### src/rtl/nixie_display_arbiter.sv
// Round-robin arbiter sharing one two-digit nixie driver among four requesters,
// with a minimum dwell per grant; drives the driver's Data_Bin/EN directly.
//
// state | meaning
// IDLE  | no grant, EN low, Data_Bin holds the last shown value
// GRANT | Gnt one-hot on Ptr, dwell counter running, EN high
module nixie_display_arbiter #(
  parameter int DWELL_CYCLES = 50000000,
  parameter int CNT_W        = 26
) (
  input  logic        Sys_CLK,
  input  logic        Sys_RST_N,
  input  logic [3:0]  Req,
  input  logic [31:0] Data_In,
  output logic [3:0]  Gnt,
  output logic [7:0]  Data_Bin,
  output logic        EN
);

  typedef enum logic {IDLE, GRANT} state_t;

  localparam logic [CNT_W-1:0] CNT_LAST = CNT_W'(DWELL_CYCLES - 1);

  state_t           state, state_nxt;
  logic [1:0]       ptr, ptr_nxt;
  logic [CNT_W-1:0] cnt, cnt_nxt;
  logic [3:0]       gnt_nxt;
  logic [7:0]       data_nxt;
  logic             en_nxt;

  logic [1:0] p1, p2, p3, win;
  logic       any_req;
  logic [4:0] win_base, ptr_base;

  // Winner scan starts just after the last owner, so the owner itself is last.
  assign p1       = ptr + 2'd1;
  assign p2       = ptr + 2'd2;
  assign p3       = ptr + 2'd3;
  assign any_req  = |Req;
  assign win      = Req[p1] ? p1 : Req[p2] ? p2 : Req[p3] ? p3 : ptr;
  assign win_base = {win, 3'b000};
  assign ptr_base = {ptr, 3'b000};

  always_ff @(posedge Sys_CLK or negedge Sys_RST_N) begin
    if (!Sys_RST_N) begin
      state    <= IDLE;
      ptr      <= 2'd3;
      cnt      <= '0;
      Gnt      <= 4'b0000;
      Data_Bin <= 8'h00;
      EN       <= 1'b0;
    end else begin
      state    <= state_nxt;
      ptr      <= ptr_nxt;
      cnt      <= cnt_nxt;
      Gnt      <= gnt_nxt;
      Data_Bin <= data_nxt;
      EN       <= en_nxt;
    end
  end

  always_comb begin
    state_nxt = state;
    ptr_nxt   = ptr;
    cnt_nxt   = cnt;
    gnt_nxt   = Gnt;
    data_nxt  = Data_Bin;
    en_nxt    = EN;

    unique case (state)
      IDLE: begin
        if (any_req) begin
          state_nxt = GRANT;
          ptr_nxt   = win;
          cnt_nxt   = '0;
          gnt_nxt   = 4'b0001 << win;
          data_nxt  = Data_In[win_base +: 8];
          en_nxt    = 1'b1;
        end
      end
      GRANT: begin
        // Release outranks dwell expiry when both happen on the same edge.
        if (!Req[ptr] || cnt == CNT_LAST) begin
          if (any_req) begin
            ptr_nxt  = win;
            cnt_nxt  = '0;
            gnt_nxt  = 4'b0001 << win;
            data_nxt = Data_In[win_base +: 8];
            en_nxt   = 1'b1;
          end else begin
            state_nxt = IDLE;
            cnt_nxt   = '0;
            gnt_nxt   = 4'b0000;
            en_nxt    = 1'b0;
          end
        end else begin
          cnt_nxt  = cnt + CNT_W'(1);
          data_nxt = Data_In[ptr_base +: 8];
        end
      end
      default: state_nxt = IDLE;
    endcase
  end

endmodule

### config.mk
export PLATFORM = sky130hd
export DESIGN_NAME = nixie_display_arbiter
export DESIGN_NICKNAME = d
export VERILOG_FILES = /design/src/rtl/nixie_display_arbiter.sv
export SDC_FILE = /design/constraint.sdc
export NUM_CORES = 1
export LEC_CHECK = 0
export ABC_AREA = 1
export BUFFER_PORTS_ARGS = -buffer_cell sky130_fd_sc_hd__clkbuf_2
export CAP_MARGIN = 20
export CORE_AREA = 3 3 76 78
export DETAILED_ROUTE_END_ITERATION = 6
export DIE_AREA = 0 0 79 81
export PLACE_DENSITY = 0.78
export SETUP_SLACK_MARGIN = 0.02
export SYNTH_ARGS = -nofsm -noshare
export SYNTH_HDL_FRONTEND = slang
export SYNTH_SLANG_ARGS = --single-unit
### constraint.sdc
create_clock -name Sys_CLK -period 2.1 [get_ports Sys_CLK]
set_input_delay 0 -clock Sys_CLK [delete_from_list [all_inputs] [get_ports Sys_CLK]]
set_output_delay 0 -clock Sys_CLK [all_outputs]
set_load 0.01 [all_outputs]
; ---- Word-level counts from Yosys, hierarchy flattened
; Cells that the tools add are included.
; Widths: inputs -> output; s select.
[totals]
wordCells = 55
register_bits = 42
output_inout_bits = 13
in_bits = 38
[classes]
reduce_logical = 4
add_sub_neg = 4
n_bitwise = 1
n_shift = 3
eq_ne = 3
order_cmp = 4
n_mux = 30
[ops]
columns = op, count
row1 = $shiftx 32x6->8, 2
row2 = $mux 26, 2
row3 = $pmux 26 s2, 1
row4 = $add 26x1->26 const B, 1
row5 = $eq 26x26->1 const B, 1
row6 = $mux 8, 2
row7 = $pmux 8 s2, 1
row8 = $lt 2x3->1 const B, 4
row9 = $mux 4, 3
row10 = $mux 2, 5
row11 = $bmux 1 s2, 4
row12 = $mux 1, 8
row13 = $pmux 4 s2, 1
row14 = $add 2x2->2 const B, 2
row15 = $pmux 1 s2, 2
row16 = $pmux 2 s2, 1
row17 = $reduce_or 4->1, 1
row18 = $shl 1x2->4 const A, 1
row19 = $add 2x1->2 const B, 1
row20 = $ne 2x1->1 const B, 1
row21 = $ne 2x2->1 const B, 1
row22 = $reduce_and 2->1, 1
row23 = $logic_not 1->1, 1
row24 = $logic_or 1x1->1, 1
row25 = $not 1->1, 1

; ---- Longest topological paths before layout
; Gate-level depths: netlist (run 1).
[depth]
word_depth = 10
depth_mapped = 16

; ---- Least setup slack after synthesis (run 1)
; OpenSTA, ideal clock, no wires.
[synth_timing]
path_kind = reg-to-reg
from = register cnt[0]
to = register Gnt[3]
path_stages_with_launch = 11
setup_time_ns = 0.121
setup_slack_ns = 0.341
period_less_slack_ns = 1.759
t_arrival_ns = 1.638
path_cell_list = dfrtp_1 > ha_1 > nand2_1 > nor2_2 > nand3_2 > nor2_2 > nand4_2 > nand2_4 > nand2_1 > buf_2 > a22o_1
[synth_between]
elab_chain_cells = 4
[synth_lines]
columns = element, line
row1 = from (decl), 26  ; logic [CNT_W-1:0] cnt, cnt_nxt;
row2 = from (signal assigned), 55  ; cnt <= cnt_nxt;
row3 = $eq 26x26->1, 83  ; if (!Req[ptr] || cnt == CNT_LAST) begin
row4 = $logic_or 1x1->1, 83
row5 = $ne 2x1->1 (no source line), n/a
row6 = $reduce_and 2->1 (no source line), n/a
row7 = to (signal assigned), 56  ; Gnt <= gnt_nxt;
row8 = to (decl), 15  ; output logic [3:0] Gnt,
; No other way between the ends.
; A chain may end at the register's enable or synchronous reset.

; ---- Final worst setup path (run 1)
[layout_timing]
from = register ptr[0]
to = register Data_Bin[4]
[layout_between]
elab_chain_cells = 10
elab_cells_between_ends = 21
classes_between = add/sub (3) / shift (2) / mux (14) / reduce/logical (2)
[layout_lines]
columns = element, line
row1 = from (decl), 25  ; logic [1:0] ptr, ptr_nxt;
row2 = from (signal assigned), 54  ; ptr <= ptr_nxt;
row3 = $add 2x2->2, 38  ; assign p3 = ptr + 2'd3;
row4 = $bmux 1 s2, 40  ; assign win = Req[p1] ? p1 : Req[p2] ? p2 : Req[p3] ? p3 : ptr;
row5 = $mux 1 (implied by the code), 40
row6 = $mux 2 (3 in series), 40
row7 = $shiftx 32x6->8, "77, 88"
row8 = $mux 8, "72, 84"
row9 = $mux 8, 83
row10 = $pmux 8 s2 (*), 70  ; unique case (state)
row11 = named net data_nxt[4], 28  ; logic [7:0] data_nxt;
row12 = to (signal assigned), 57  ; Data_Bin <= data_nxt;
row13 = to (decl), 16  ; output logic [7:0] Data_Bin,
; The timed path passes the listed nets; every way through them passes the cells marked *. The select of a mux whose other input is x is not followed.

==> out/qor.csv, run 1 <==
metric,value,unit
status,completed,
setup_slack,0.1212,ns
worstPathMaxFanout,7,
fin_crit_sh,94.23,%
drive_gt1_share,23.52,%
coreArea,0.005140,mm²
start_util,56.01,%
ys_top_cells_by_area,"dfrtp_1 35%, nand2_1 18%, nand3_1 5.4%, nor2_1 5.1%, nand4_1 5.0%",
grt_max_degree,23,
hold_viol_final,0,
dp_slack,0.05985,ns
clock_latency,0.30,ns
grt_pass1_wl,13300,µm
dpl_cell_area,0.003247,mm²
wl,7963,µm
yosysWarnings,0,
yosysTopAreaCell,dfrtp_1,
drt-pass1-iter-count,4,
wl_per_cell,14.25,µm
p_sw_share,48.71,%
cts_max_path_buffers,2,
first_iter_violations,204,
ys_seq_elements,42,
fp.dieW,79,µm
clk_pin_slew_worst_paths,0.08,ns
via_per_inst,5.580,
async_flop_share,100.0,%
min_period,1.979,ns
num_rows,26,
cts_tree,built,
drc,0,
powerDensity,1362,mW/mm²
leakagePower,1.707,nW
cts_htree_levels,2,
cp.arrival,2.16,ns
max_freq,505.4,MHz
synth_most_common_cell,nand2_1,
cts_num_sinks,42,
routed-via-count,3119,
final_cell_count_no_fill,559,
syn_inst,417,
final_antenna_net_count,0,
ys_seq_area_share,36.59,%
die_area,0.006399,mm²
grt_pass1_vias,2885,
synth_commonest_cells,"139 x nand2_1, 40 x dfrtp_1, 39 x nor2_1",
power_frac_seq,23.7,%
synth_cell_types,35,
combPwrFrac,62.8,%
hp-class,in -> reg,
synth_nets,456,
drv_slew,0,
grtUsageTotal,25.89,%
dp_hpwl,5904,µm
area_growth,22.12,%
relSlewSlack,64.62,%
crit_required,2.28,ns
stdcell_area,0.003516,mm²
netlist_area,0.002879,mm²
start_kind,flop,
io-pin-count,51,
diodes,0,
gp_congestion,0.9336,
synth_edf_count,0,
end_kind,flop,
tns,0,ns
root_buffer,clkbuf_8,
portBuffers,50,
rsz0062_at_grt,no,
fp.dieH,81,µm
grt_overflow,0,
synth_top_area_share,34.77,%
worst_slew_pin_slew,0.5307,ns
clock_skew,0.009273,ns
ff2ff_setup_slack,0.12,ns
worstSetupPathType,reg -> reg,
avgSynthCellArea,6.904,µm²
finalSetupViolations,0,
drv_cap,0,
p_int,2.457,mW
dp_cells,541,
fin_nets,527,
p_clk_share,13.5,%
power.switching,2.333,mW
numCtsBuffers,5,
ir_worst_vdd,1374,µV
synthFlopType,dfrtp_1,
antenna_found_initial,0,
==> timing repair <==
action                                  4_1_cts  5_1_grt
resized for setup                             0       21
buffers inserted                              0        9
hold buffers                                  1        0
hold endpoints to repair                     20        0
endpoints found under the setup margin        0       24
==> cells by family (layout without fill, tap and decap cells) <==
kind of cell	Yosys count	in the layout	synth area share (%)
and+or+nand+nor	268	268	43.03
buffers and inverters	52	124	7.692
AOI/OAI and AO/OA	44	44	9.214
DFF	42	42	36.59
xor gates and xnor gates	10	10	3.042
adders and majority gates	1	1	0.4345
==> sequential cells by signal (all words and copies together) (netlist names) <==
name / cells
cnt: 26
state: 1
Gnt: 4
ptr: 2
Data_Bin: 8
EN: 1
==> path summary, 6_finish.rpt <==
check,from,endpoint,depth (start not counted)
worst max-delay path,ptr[0],Data_Bin[4],11
worst max register to register,ptr[0],Data_Bin[4],11
worst min register to register,EN,EN,2
worst min-delay path,Data_In[25],Data_Bin[1],5
max in group asynchronous,Sys_RST_N,ptr[1],3
min in group asynchronous,Sys_RST_N,cnt[24],2
==> placed cells by master, fill, tap and decap left out, types with 2 or more instances in the layout <==
cell type  instances
o21ai_0           14
xor2_1             7
dfstp_2            2
clkbuf_1           2
buf_4             19
inv_1             38
clkbuf_2          50
inv_2              4
xnor2_1            3
dfrtp_1           40
nor2_4             3
nand4_2            2
inv_4              2
nor3_1             9
nand2_4            7
o22ai_1           12
clkbuf_8           5
nor2_2             7
a221oi_1           2
nand3_1           30
o21ai_1            3
nand3_4            2
nand2_2            3
nand2_1          138
a21oi_1            6
a22o_1             2
nand4_1           23
nor3_2             3
nor2_1            36
nand3_2            2
==> layer usage <==
| metal | track usage, % | wire (µm) | vias up |
|---|---|---|---|
| met5 | 0 | 0 | - |
| met1 | 34.36 | 3393 | 1428 |
| met4 | 9.107 | 169 | 0 |
| met3 | 4.324 | 591 | 19 |
| li1 | - | - | 1516 |
| met2 | 42.93 | 3809 | 156 |
==> critical path: stages, from the launching register on <==
cell and delay [ns]:
dfstp_2 0.62, buf_6 0.14, nand2_1 0.06, nand2_1 0.10, nand2_1 0.19, nand2_4 0.16, nand2_4 0.10, buf_4 0.16
nand4_1 0.07, nand3_1 0.10, nor2_2 0.10, nor2_1 0.05
==> final cells by class <==
class,instances,area [µm²]
multi-input cells,323,1675
fillers,488,1624
flip-flops and latches,42,1054
repair buffers,71,414.1
inverters,45,178.9
well taps,70,87.58
clock buffers,7,76.32
clock inverters,1,30.03
==> through the flow <==
step	power (mW)	hold slack (ns)	utilization (%)
CTS	4.415	0.03336	65.43
global route	5.191	0.07914	68.40
finish	4.790	0.04438	68.40
detailed placement	3.762	0.004535	63.17
floorplan	3.093	-0.2956	-
global placement	3.726	-0.005187	63.17
==> power groups by stage <==
stage / combinational, mW / clock (mW) / sequential, mW
after detailed placement: 2.62 / 0 / 1.14
after floorplan: 1.93 / 0 / 1.16
after CTS: 2.63 / 0.658 / 1.13
after global routing: 3.35 / 0.685 / 1.15
after global placement: 2.59 / 0 / 1.14
final: 3.01 / 0.648 / 1.14
Power figures use the tool's default switching activity.
==> inputs of run 2 (changes only) <==
- CORE_AREA: 3 3 76 78 -> 3 3 80 82
- DIE_AREA: 0 0 79 81 -> 0 0 83 85
- PLACE_DENSITY: 0.78 -> 0.74
- clock period: 2.1 -> 1.8 ns (I/O delays scaled with it)
==> run 2 against run 1 <==
Against the previous run:
- the run now ends with setup timing left
- critical path depth increased by 3
- clock skew decreased by 0.00064 ns
- clock-buffer cell count unchanged
- via count increased by 5.6%
- fmax increased by 6.0%
- clock power decreased by 4.5%
- routed wire length increased by 12%
- core utilization increased by 1.2 points
- largest cell class unchanged
==> out/qor.csv, run 2 (synthesis gave the netlist of run 1 again) <==
metric,value,unit
fp.dieW,83,µm
wl,8888,µm
hold_viol_final,0,
drv_cap,0,
cts_num_sinks,42,
max_freq,535.4,MHz
die_area,0.007055,mm²
final_cell_count_no_fill,609,
tns,-0.3876,ns
grtUsageTotal,24.77,%
finalSetupViolations,8,
gp_congestion,0.9414,
root_buffer,clkbuf_8,
fin_crit_sh,103.8,%
drive_gt1_share,36.70,%
fillers,507,
r2r_end,Data_Bin[5],
leakagePower,1.963,nW
portBuffers,50,
worstSetupPathType,reg -> reg,
area_growth,40.55,%
power,6.406,mW
hold_ws,0.02091,ns
hold_depth,5,
wl_per_cell,14.59,µm
grt_pass1_wl,14420,µm
num_rows,28,
regArea,0.001054,mm²
first_iter_violations,152,
crit_required,2.00,ns
largest_registers,"cnt (26), Data_Bin (8), Gnt (4)",
drc,0,
powerDensity,1583,mW/mm²
cts_tree,built,
clock_latency,0.30,ns
ir_worst_vdd,1279,µV
slowest_stage,dfstp_2,
rr_worst_depth,14,
start_kind,flop,
coreArea,0.005816,mm²
min_period,1.868,ns
mostFrequentLayoutCell,nand2_1,
final_antenna_net_count,0,
grt_overflow,0,
most-common-layout-cells,"118 x nand2_1, 55 x buf_4, 50 x clkbuf_2",
multiInputGateArea,0.001828,mm²
cts_max_path_buffers,2,
fin_nets,572,
grt_max_degree,18,
start_util,49.51,%
grt_pass1_vias,3239,
fp.dieH,85,µm
dp_slack,-0.09705,ns
dpl_cell_area,0.003581,mm²
hp-class,in -> reg,
dp_hpwl,6426,µm
relSlewSlack,66.79,%
hold_end,Data_Bin[3],
crit_path_max_incr_delay,0.59,ns
timing.rr.start,ptr[0],
end_kind,flop,
ff2ff_setup_slack,-0.07,ns
stdcell_area,0.004046,mm²
status,"complete, but fails checks",
clock_skew,0.008637,ns
cts_htree_levels,2,
path_cells,"buf_12, buf_6, nand2_2, nand2_2, nand2_1, nand2_1, nand2_1, nand2_2, inv_4, buf_4, nand4_1, nand3_1, nor2_1, nor2_1",
routed-via-count,3295,
rsz0062_at_grt,yes,
antenna_found_initial,0,
drt-pass1-iter-count,4,
failed_checks,setup timing,
largest_register_ffs,26,
io-pin-count,51,
drv_slew,0,
numCtsBuffers,5,
dp_cells,588,
clk_pin_slew_worst_paths,0.09,ns
hold_start,Data_In[27],
diodes,0,
cp.arrival,2.07,ns
setup_slack,-0.06759,ns
regMostFlops,cnt,
via_per_inst,5.411,
worstPathMaxFanout,7,
worst_slew_pin_slew,0.4944,ns
postLayoutCoreUtil,69.58,%
## run 2: report_power, final
part / switching, mW / total, mW / internal (mW)
Combinational: 2.50 / 4.47 / 1.96
Sequential: 0.152 / 1.32 / 1.17
Clock: 0.344 / 0.619 / 0.275
## run 2: worst max-delay path: cells and delay by family, from the launching register on
kind,cells,cell delay [ns]
buf+inv,4,0.45
simple gates,10,0.71
flops,1,0.59
## run 2: final cells by class
cell class,count,share of cell area [%]
Clock buffer,7,1.886
Clock inverter,1,0.1855
Inverter,45,4.545
Multi-Input combinational cell,323,45.18
Sequential cell,42,26.04
Tap cell,75,2.319
Timing Repair Buffer,116,19.85
## run 2: worst max path at each step
| stage | endpoint | slack [ns] | from |
|---|---|---|---|
| after CTS | Data_Bin[3] | -0.02 | ptr[0] |
| after global placement | Data_Bin[2] | -0.06 | ptr[0] |
| final | Data_Bin[5] | -0.07 | ptr[0] |
| after floorplan | Gnt[3] | 0.04 | cnt[0] |
| after global routing | Data_Bin[4] | -0.19 | ptr[0] |
| after detailed placement | Data_Bin[4] | -0.1 | ptr[0] |
## run 2: repair_timing
action,in CTS,in global routing
hold endpoints to repair,15,0
gates resized for setup,35,45
endpoints found under the setup margin,23,40
pin swaps,4,10
hold buffers,1,0
buffers inserted,7,5
gates cloned,0,0
## run 2: metal layers
metal  up-vias  routed length [µm]  global-route usage (%)
li1       1610                   -                       -
met1      1529                3571                   31.15
met2       132                4569                   43.95
met3        24                 547                   3.495
met4         0                 200                   8.024
met5         -                   0                       0
